$ cat config.mk
export PLATFORM = sky130hd
export DESIGN_NAME = spr_rom_fetch
export DESIGN_NICKNAME = d
export VERILOG_FILES = /design/src/rtl/spr_rom_fetch_pkg.sv /design/src/rtl/spr_rom_fetch_swizzle.sv /design/src/rtl/spr_rom_fetch.sv
export SDC_FILE = /design/constraint.sdc
export NUM_CORES = 1
export LEC_CHECK = 0
export CAP_MARGIN = 10
export CORE_ASPECT_RATIO = 1.1
export CORE_MARGIN = 2
export CORE_UTILIZATION = 25
export CTS_BUF_LIST = sky130_fd_sc_hd__clkbuf_16
export CTS_CLUSTER_SIZE = 14
export DETAILED_ROUTE_END_ITERATION = 16
export REMOVE_ABC_BUFFERS = 1
export SLEW_MARGIN = 0
export SYNTH_ARGS = -nofsm -noshare
export SYNTH_HDL_FRONTEND = slang
export SYNTH_SLANG_ARGS = --single-unit
$ cat constraint.sdc
create_clock -name clk_main -period 1.8 [get_ports clk_main]
set_clock_uncertainty 0.1 [all_clocks]
set_input_delay 0.36 -clock clk_main [delete_from_list [all_inputs] [get_ports clk_main]]
set_output_delay 0.36 -clock clk_main [all_outputs]
set_load 0.005 [all_outputs]
$ cat src/rtl/spr_rom_fetch_pkg.sv
// spr_rom_fetch_pkg: shared state type, address permutation table and planar swizzle
package spr_rom_fetch_pkg;
  typedef enum logic [1:0] {IDLE, REQ, OUT} state_t;
  localparam int MAX_DW = 256;
  function automatic logic [8:0] dec_perm(input logic [2:0] mode, input logic [9:0] c);
    case (mode)
      3'd0: return {c[9:4], c[2:0]};
      3'd1: return {c[9:7], c[5], c[6], c[4], c[2:0]};
      3'd2, 3'd3: return {c[9:6], c[4], c[2:0], c[5]};
      3'd4: return {c[9], c[7], c[8], c[6], c[4], c[2:0], c[5]};
      3'd5, 3'd6: return {c[9:8], c[6], c[4], c[2:0], c[7], c[5]};
      default: return {c[8], c[6], c[4], c[2:0], c[9], c[7], c[5]};
    endcase
  endfunction
  function automatic logic [MAX_DW-1:0] planar_swizzle(input logic [MAX_DW-1:0] d, input int planes, input int pix);
    logic [MAX_DW-1:0] q;
    q = '0;
    for (int p = 0; p < planes; p++)
      for (int i = 0; i < pix; i++)
        q[p*pix+i] = d[i*planes+p];
    return q;
  endfunction
endpackage

$ cat src/rtl/spr_rom_fetch_swizzle.sv
// spr_planar_swizzle: chunky-to-planar bit transpose of one ROM word
module spr_planar_swizzle import spr_rom_fetch_pkg::*; #(
  parameter int PLANES = 4,
  parameter int PIX = 8
) (
  input  logic [PLANES*PIX-1:0] chunky,
  output logic [PLANES*PIX-1:0] planar
);
  localparam int DW = PLANES*PIX;
  assign planar = DW'(planar_swizzle(MAX_DW'(chunky), PLANES, PIX));
endmodule

$ cat src/rtl/spr_rom_fetch.sv
// spr_rom_fetch: sprite ROM word fetch with address permutation, one-entry pending buffer and ack timeout
module spr_rom_fetch import spr_rom_fetch_pkg::*; #(
  parameter int PLANES = 4,
  parameter int PIX = 8,
  parameter int CAW = 18,
  parameter int TIMEOUT = 63
) (
  input  logic                  clk_main,
  input  logic                  reset,
  input  logic                  fetch_stb,
  input  logic [CAW-1:0]        ca,
  input  logic                  bank,
  input  logic [2:0]            mode,
  output logic [CAW:0]          rom_addr,
  output logic                  rom_req,
  input  logic                  rom_ack,
  input  logic [PLANES*PIX-1:0] rom_data,
  output logic [PLANES*PIX-1:0] pix_planar,
  output logic                  pix_valid,
  output logic                  busy,
  output logic                  overrun,
  output logic                  tmo_err
);
  localparam int DW = PLANES*PIX;
  localparam int CW = $clog2(TIMEOUT+1);
  state_t state;
  logic [CW-1:0] cnt;
  logic pend, pend_bank, src_bank;
  logic [CAW-1:0] pend_ca, src_ca;
  logic [2:0] pend_mode, src_mode;
  logic [DW-1:0] planar_w;
  logic [CAW:0] next_addr;
  // a held request is older than a simultaneous strobe, so it launches first
  assign src_bank = pend ? pend_bank : bank;
  assign src_ca = pend ? pend_ca : ca;
  assign src_mode = pend ? pend_mode : mode;
  assign next_addr = {src_bank, src_ca[CAW-1:10], dec_perm(src_mode, src_ca[9:0]), src_ca[3]};
  spr_planar_swizzle #(.PLANES(PLANES), .PIX(PIX)) u_swz (.chunky(rom_data), .planar(planar_w));
  always_ff @(posedge clk_main) begin
    if (reset) begin
      state <= IDLE;
      cnt <= '0;
      pend <= 1'b0;
      pend_bank <= 1'b0;
      pend_ca <= '0;
      pend_mode <= '0;
      rom_addr <= '0;
      rom_req <= 1'b0;
      pix_valid <= 1'b0;
      busy <= 1'b0;
      overrun <= 1'b0;
      tmo_err <= 1'b0;
      pix_planar <= '0;
    end else begin
      pix_valid <= 1'b0;
      if (fetch_stb && (state != IDLE || pend)) begin
        pend <= 1'b1;
        pend_bank <= bank;
        pend_ca <= ca;
        pend_mode <= mode;
        overrun <= overrun | (pend && state != IDLE);
      end else if (state == IDLE && pend) pend <= 1'b0;
      case (state)
        IDLE: if (fetch_stb || pend) begin
          state <= REQ;
          rom_req <= 1'b1;
          busy <= 1'b1;
          rom_addr <= next_addr;
          cnt <= '0;
        end
        REQ: if (rom_ack || cnt == CW'(TIMEOUT)) begin
          state <= OUT;
          rom_req <= 1'b0;
          pix_valid <= 1'b1;
          if (rom_ack) pix_planar <= planar_w;
          else tmo_err <= 1'b1;
        end else cnt <= cnt + 1'b1;
        default: begin
          state <= IDLE;
          busy <= 1'b0;
        end
      endcase
    end
  end
endmodule

==> impl_metrics.ini, run 1 <==
[floorplan]
rows = 46
die_h_um = 131
die-area_mm2 = 0.0157
die_x_um = 120
ios = 114
start_util_pct = 25.6
core_area_mm2 = 0.0144

[global_route]
grt_pass1_vias = 3521
grt_antenna_before_repair = 0
grt_max_degree = 84
grt-ovfl-total = 0
grtUsageTotal_pct = 13.5
grt_pass1_wl_mm = 17.3

[yosys]
yosys.area.top_type = dfxtp_1
ys_ff_latch = 87
synth_top_cells_by_area = dfxtp_1 (47%), nand2_1 (13%), a21oi_1 (8.6%)
yosys_warnings = 0
synth_cells = 445
synthesis.area_mm2 = 0.00368
async_reset_ff_share_pct = 0
ys_seq_area_share_pct = 47.3
synth_flop_cell = dfxtp_1
yosysTopAreaCellShare_pct = 47.3
avgSynthCellArea_um2 = 8.27
synth_cell_types = 45
synth_edf_count = 0

[routing]
wl_met1_mm = 4.60
top_layer = met4
drtIter0Drc = 181
wl_per_cell_um = 13.5
ant_nets = 0
wl_met3_um = 699
wirelength_mm = 10.5
via_per_inst = 4.59
drc = 0
route.vias.total = 3560
wl_met2_mm = 4.96
dr.pass1.iters = 4

[power]
combPwrFrac_pct = 18.9
internal-power_mw = 3.81
power.leakage_nw = 2.08
swShare_pct = 25.5
p_per_area_mw_per_mm2 = 898
ir_drop_mv = 0.431
pwr-share-clk_pct = 39.5
pwr-share-seq_pct = 41.7
switching_power_mw = 1.30

[final_layout]
drive_gt1_share_pct = 13.9
fill_cells = 1457
area_growth_pct = 54.6
nNetsFinal = 638
regArea_mm2 = 0.00175
diodes = 0
multi_input_area_mm2 = 0.00185
stdcell_area_mm2 = 0.00569
layout.cells.non_filler = 776

[timing]
hold_viol_final = 0
holdWs_ns = 0.316
period_share_pct = 99.0
setup_viol = 0
rsz0062_at_grt = true
period_needed_ns = 1.78
timing.final.max_slew_violations = 0
relSlewSlack_pct = 74.2
worstMarginPinSlew_ns = 0.387
timing.fmax_mhz = 561

[placed_design]
gp_congestion = 0.869
dpl.cell_count = 756
numPortBuffers = 113
placed_cell_area_mm2 = 0.00526
hpwl_mm = 7.60

[critical_path]
crit_start = pend
critPathLaunchType = flip-flop
cp.arrival_ns = 1.97
critical_path.max_fanout = 8
endpoint_kind = flip-flop
cp_slowest_cell = dfxtp_4
critical_path_class = flip-flop to flip-flop
r2r_setup_slack_ns = 0.02
rr_startpoint = pend
worstPathCellList = mux2i_2 -> mux2_2 -> or2_0 -> a221oi_2 -> a21o_1
required_ns = 1.99
cpPeakStageDelay_ns = 0.42

[clock_network]
cts_tree = done
clk_pin_slew_ns = 0.06
htree_num_levels = 3
cts_buffers = 9
max-clock-path-buffers = 2
cts-root-buf = clkbuf_16
postCtsHoldBufs = 0
clock-sinks = 87
clk_latency_ns = 0.34

[run_status]
status = finished clean

[worst_hold_path]
min_from = mode[0]
holdCritPathClass = input port to flip-flop

[flow_run]
maxCapViolCount = 0
## power by group through the flow
stage | Clock (mW) | Combinational, mW | Sequential [mW]
2_1_floorplan | 0 | 0.353 | 2.18
3_3_place_gp | 0 | 0.931 | 2.16
3_5_place_dp | 0 | 0.942 | 2.17
4_1_cts | 2.09 | 0.950 | 2.13
5_1_grt | 2.15 | 1.06 | 2.14
6_report | 2.02 | 0.964 | 2.13
## cells in the mapped netlist, types with 3 or more instances
master,count
a211oi_1,10
inv_1,3
dfxtp_1,87
and3_1,3
xor2_1,6
buf_2,5
nor3_1,8
o21ai_1,4
nand2_1,123
mux2i_1,23
o21ai_0,10
a21oi_1,63
clkbuf_1,21
a31oi_1,3
nor2_1,26
a221oi_1,3
buf_4,3
mux2_2,8
## per-stage QoR
stage	total power, mW	TNS (ns)	worst slack [ns]	util, %
floorplan	2.53	-45.06	-1.26	-
global placement	3.09	-3.72	-0.276	36.6
detailed placement	3.11	-4.20	-0.329	36.6
CTS	5.17	0	0.00963	38.9
global route	5.35	-0.104	-0.0538	39.5
finish	5.11	0	0.0185	39.5
## worst paths after layout
check                         to  depth (start not counted)
setup / recovery     rom_addr[4]                          5
hold / removal      pend_mode[0]                          3
setup reg to reg     rom_addr[4]                          5
hold reg to reg   pix_planar[21]                          2
## cells by family (layout without fill, tap and decap cells)
family / after synthesis / in the layout / synth area share [%]
flip-flops: 87 / 87 / 47.3
multiplexers: 34 / 34 / 9.76
AND/OR/NAND/NOR: 172 / 172 / 18.9
adder cells (fa/ha/maj): 1 / 1 / 0.340
buffers and inverters: 33 / 172 / 4.05
AO/OA/AOI/OAI: 112 / 112 / 18.2
XOR/XNOR: 6 / 6 / 1.43
## state kept, by name, summed over array words and instances, names as in the netlist
register,cells
pend_bank,1
tmo_err,1
state,2
rom_req,1
pend_ca,18
pend_mode,3
busy,1
overrun,1
pix_valid,1
cnt,6
pend,1
rom_addr,19
pix_planar,32
## critical path, delay by kind of cell (launching register included)
kind | cells | cell delay, ns
mux | 2 | 0.66
flops | 1 | 0.42
compound gates | 2 | 0.33
simple gates | 1 | 0.21
## final cells by class
| cell class | instances | share of cell area [%] |
|---|---|---|
| clock buffer | 9 | 3.96 |
| clock inverter | 7 | 1.67 |
| inverter | 3 | 0.198 |
| multi-input combinational | 325 | 32.6 |
| sequential | 87 | 30.7 |
| tap | 192 | 4.22 |
| timing repair buffer | 153 | 26.7 |
## routing by layer
layer  up-vias  track usage (%)
met1      1624             15.7
met3        17             3.86
met4         0             6.21
met2       118             22.9
li1       1801                -
met5         -                0
## cell usage in the layout, fill, tap and decap left out, types with 3 or more instances in the layout
master	count
a211oi_1	10
a21oi_1	63
a221oi_1	3
a31oi_1	3
buf_12	6
buf_4	32
clkbuf_16	9
clkdlybuf4s50_1	110
dfxtp_1	85
inv_1	3
mux2_2	8
mux2i_1	20
mux2i_2	3
nand2_1	122
nor2_1	25
nor3_1	8
o21ai_0	9
o21ai_1	4
xor2_1	6
## timing repair
| action | CTS | global route |
|---|---|---|
| resized for setup | 3 | 16 |
| setup buffers | 0 | 4 |
| endpoints found under the setup margin | 6 | 13 |
| pin swaps | 0 | 5 |
| hold endpoints to repair | 0 | 0 |
No activity file was read; power rests on OpenSTA's default activity.
==> run 2, diff against run 1 <==
RECOVER_POWER = 50   (was default)
==> impl_metrics.ini, run 2 (same netlist as run 1, synthesis figures left out) <==
[timing]
period_needed_ns = 1.78
rsz0062_at_grt = true
period_share_pct = 99.0
timing.final.max_slew_violations = 0
worstMarginPinSlew_ns = 0.385
setup_ws_ns = 0.0189
timing.fmax_mhz = 561
hold_viol_final = 0
fin_setup_tns_ns = 0
setup_viol = 0
relSlewSlack_pct = 74.3

[global_route]
grt_pass1_wl_mm = 17.3
grt_max_degree = 84
grtUsageTotal_pct = 13.5
grt_pass1_vias = 3521
grt_antenna_before_repair = 0
grt-ovfl-total = 0

[floorplan]
die_h_um = 131
rows = 46
ios = 114
die_x_um = 120
die-area_mm2 = 0.0157
start_util_pct = 25.6
core_area_mm2 = 0.0144

[final_layout]
diodes = 0
stdcell_area_mm2 = 0.00567
nNetsFinal = 638
regMostFlops = pix_planar
largest_register_ffs = 32
final_cell_mix = nand2_1 (122), clkdlybuf4s50_1 (109), dfxtp_1 (86), a21oi_1 (63), buf_4 (31)
reg.largest.list = pix_planar x32, rom_addr x19, pend_ca x18
area_growth_pct = 54.1
mostFrequentLayoutCell = nand2_1
drive_gt1_share_pct = 13.4

[critical_path]
cp.arrival_ns = 1.97
rr_startpoint = pend
critPathLaunchType = flip-flop
critical_path_class = flip-flop to flip-flop
endpoint_kind = flip-flop
worst_r2r_path_depth = 5
required_ns = 1.99
critical_path.max_fanout = 8
critPathCapture = rom_addr[4]
crit_start = pend
r2r_setup_slack_ns = 0.02
r2r_end = rom_addr[4]

[placed_design]
numPortBuffers = 113
placed_cell_area_mm2 = 0.00526
hpwl_mm = 7.60
dpl_worst_slack_ns = -0.329
gp_congestion = 0.869

[clock_network]
clock-sinks = 87
postCtsHoldBufs = 0
cts_tree = done
cts-root-buf = clkbuf_16
clk_latency_ns = 0.34
cts_buffers = 9
clk_pin_slew_ns = 0.06
htree_num_levels = 3
max-clock-path-buffers = 2

[flow_run]
maxCapViolCount = 0

[routing]
dr.pass1.iters = 4
drtIter0Drc = 180
wl_per_cell_um = 13.5
ant_nets = 0
wirelength_mm = 10.5
drc = 0
route.vias.total = 3563
via_per_inst = 4.59

[run_status]
status = finished clean

[power]
ir_drop_mv = 0.431
power.leakage_nw = 2.07
p_per_area_mw_per_mm2 = 900

[worst_hold_path]
holdCritPathClass = input port to flip-flop
run 2: area by class of cell:
cell class	count	area (um^2)
multi-input cells	325	1850
repair buffers	153	1500
clock buffers	9	225
flip-flops and latches	87	1750
well taps	192	240
inverters	3	11.3
fillers	1461	8720
clock inverters	7	95.1
run 2: metrics by stage:
stage               total power [mW]  instances  utilization [%]  hold WS (ns)
global route                    5.35        776             39.4         0.326
CTS                             5.17        772             38.9         0.357
finish                          5.10        776             39.4         0.316
floorplan                       2.53        415                -         0.327
detailed placement              3.11        756             36.6         0.346
global placement                3.09        756             36.6         0.338
run 2: metal layers:
metal  global-route usage, %  vias to the layer above  wire length [um]
met4                    6.21                        0               224
li1                        -                     1802                 -
met5                       0                        -                 0
met2                    22.9                      118              4950
met1                    15.7                     1626              4610
met3                    3.86                       17               699
run 2: repair_timing:
item / 4_1_cts / 5_1_grt
resized for setup: 3 / 16
gates cloned: 0 / 0
endpoints found under the hold margin: 0 / 0
pin swaps: 0 / 5
endpoints found under the setup margin: 6 / 13
setup buffers: 0 / 4
run 2: critical path, cell delays in order (launching register included):
cell and delay [ns]:
dfxtp_4 0.42, mux2i_2 0.29, mux2_2 0.37, or2_0 0.21
a221oi_2 0.23, a21o_1 0.10
run 2: worst min path at each step:
stage / startpoint / end / cells past startpoint
6_report: mode[0] / pend_mode[0] / 3
5_1_grt: mode[0] / pend_mode[0] / 3
4_1_cts: pix_planar[21] / pix_planar[21] / 2
3_5_place_dp: pend_ca[1] / pend_ca[1] / 2
3_3_place_gp: pend_ca[1] / pend_ca[1] / 2
2_1_floorplan: pend_ca[1] / pend_ca[1] / 2
run 2: report_power, final:
group,total (mW),internal (mW),switching (mW)
combinational,0.958,0.531,0.426
clock,2.02,1.22,0.795
sequential,2.13,2.05,0.0787
==> run 3, diff against run 2 <==
MAX_ROUTING_LAYER = met4   (was default)
==> impl_metrics.ini, run 3 (same netlist as run 1, synthesis figures left out) <==
[final_layout]
reg.largest.list = pix_planar x32, rom_addr x19, pend_ca x18
nNetsFinal = 638
stdcell_area_mm2 = 0.00568
final_cell_mix = nand2_1 (123), clkdlybuf4s50_1 (94), dfxtp_1 (85), a21oi_1 (63)
multi_input_area_mm2 = 0.00188
drive_gt1_share_pct = 12.8
largest_register_ffs = 32
mostFrequentLayoutCell = nand2_1
regArea_mm2 = 0.00175
fill_cells = 1458
regMostFlops = pix_planar
diodes = 0
area_growth_pct = 54.4

[routing]
route.vias.total = 3590
dr.pass1.iters = 4
wl_per_cell_um = 13.6
drtIter0Drc = 294
ant_nets = 0
via_per_inst = 4.63
drc = 0
wirelength_mm = 10.5

[clock_network]
clock-sinks = 87
postCtsHoldBufs = 0
clk_latency_ns = 0.34
cts_tree = done
max-clock-path-buffers = 2
clk_pin_slew_ns = 0.06
htree_num_levels = 3
cts-root-buf = clkbuf_16
cts_buffers = 9

[timing]
period_needed_ns = 1.76
relSlewSlack_pct = 73.4
timing.final.max_slew_violations = 0
worstMarginPinSlew_ns = 0.400
setup_ws_ns = 0.0378
timing.fmax_mhz = 567
rsz0062_at_grt = true
setup_viol = 0
period_share_pct = 97.9
hold_viol_final = 0

[floorplan]
die_x_um = 120
rows = 46
core_area_mm2 = 0.0144
die-area_mm2 = 0.0157
ios = 114
start_util_pct = 25.6
die_h_um = 131

[power]
ir_drop_mv = 0.478
p_per_area_mw_per_mm2 = 888
finalPower_mw = 5.04
power.leakage_nw = 2.10

[critical_path]
endpoint_kind = flip-flop
r2r_setup_slack_ns = 0.04
r2r_end = rom_addr[6]
required_ns = 1.98
critical_path_class = flip-flop to flip-flop
worst_r2r_path_depth = 6
critPathLaunchType = flip-flop
cp.arrival_ns = 1.94
critical_path.max_fanout = 7
rr_startpoint = pend

[global_route]
grtUsageTotal_pct = 13.8
grt_antenna_before_repair = 0
grt_pass1_vias = 3492
grt_pass1_wl_mm = 16.9
grt_max_degree = 84
grt-ovfl-total = 0

[worst_hold_path]
min_to = pend_mode[0]
holdCritPathClass = input port to flip-flop
hold_depth = 3
min_from = mode[0]

[flow_run]
maxCapViolCount = 0

[placed_design]
dpl_worst_slack_ns = -0.314
gp_congestion = 0.896
numPortBuffers = 113
placed_cell_area_mm2 = 0.00525
hpwl_mm = 7.56

[run_status]
status = finished clean
==> run 3: cell types whose count changed in the layout (fill, tap and decap cells not counted), sizes merged <==
cell	change
dlygate4sd3	+15
inv	-1
clkinv	+1
clkdlybuf4s50	-15
buf	-6
clkbuf	+6
==> run 3: how the worst max path moves through the flow <==
stage / start / end / slack [ns] / depth (start not counted)
finish: pend / rom_addr[6] / 0.04 / 6
global route: pend / rom_addr[4] / -0.06 / 5
CTS: cnt[0] / cnt[5] / 0.005 / 6
detailed placement: mode[0] / rom_addr[2] / -0.31 / 6
global placement: mode[0] / rom_addr[2] / -0.28 / 6
floorplan: pend / rom_addr[4] / -1.26 / 5
==> run 3: worst max-delay path: stages (launching register included) <==
cell and delay [ns]:
dfxtp_4 0.43, buf_4 0.16, nand2b_1 0.13, o22ai_1 0.09
or3_1 0.38, a221o_1 0.31, o21ai_1 0.11
==> run 3: per-stage QoR <==
stage,std cells,util [%],hold WS [ns],setup TNS [ns]
3_3_place_gp,755,36.5,0.339,-3.49
6_report,776,39.5,0.312,0
4_1_cts,771,38.9,0.355,0
5_1_grt,776,39.5,0.341,-0.476
2_1_floorplan,415,-,0.327,-45.06
3_5_place_dp,755,36.5,0.345,-4.00
==> run 3: what timing repair did <==
| item | in CTS | in global routing |
|---|---|---|
| endpoints found under the hold margin | 0 | 0 |
| setup endpoints to repair | 9 | 13 |
| buffers inserted | 0 | 5 |
| pin swaps | 1 | 5 |
| gates resized for setup | 5 | 17 |
==> run 3: final cells by class <==
cell class	count	share of cell area, %
flip-flops and latches	87	30.7
clock inverters	7	1.56
repair buffers	153	26.2
clock buffers	9	3.96
multi-input cells	325	33.1
well taps	192	4.23
inverters	3	0.198
==> run 3: where the power goes <==
part	total [mW]	switching (mW)	internal [mW]
Sequential	2.13	0.0794	2.05
Combinational	0.951	0.430	0.521
Clock	1.96	0.758	1.21
==> run 3: layer usage <==
metal	vias up	share of wire, %	track usage [%]
met2	142	46	21.6
met3	23	7.1	3.86
met1	1627	44	16.0
met5	-	0	-
li1	1798	-	-
met4	0	2.4	7.58
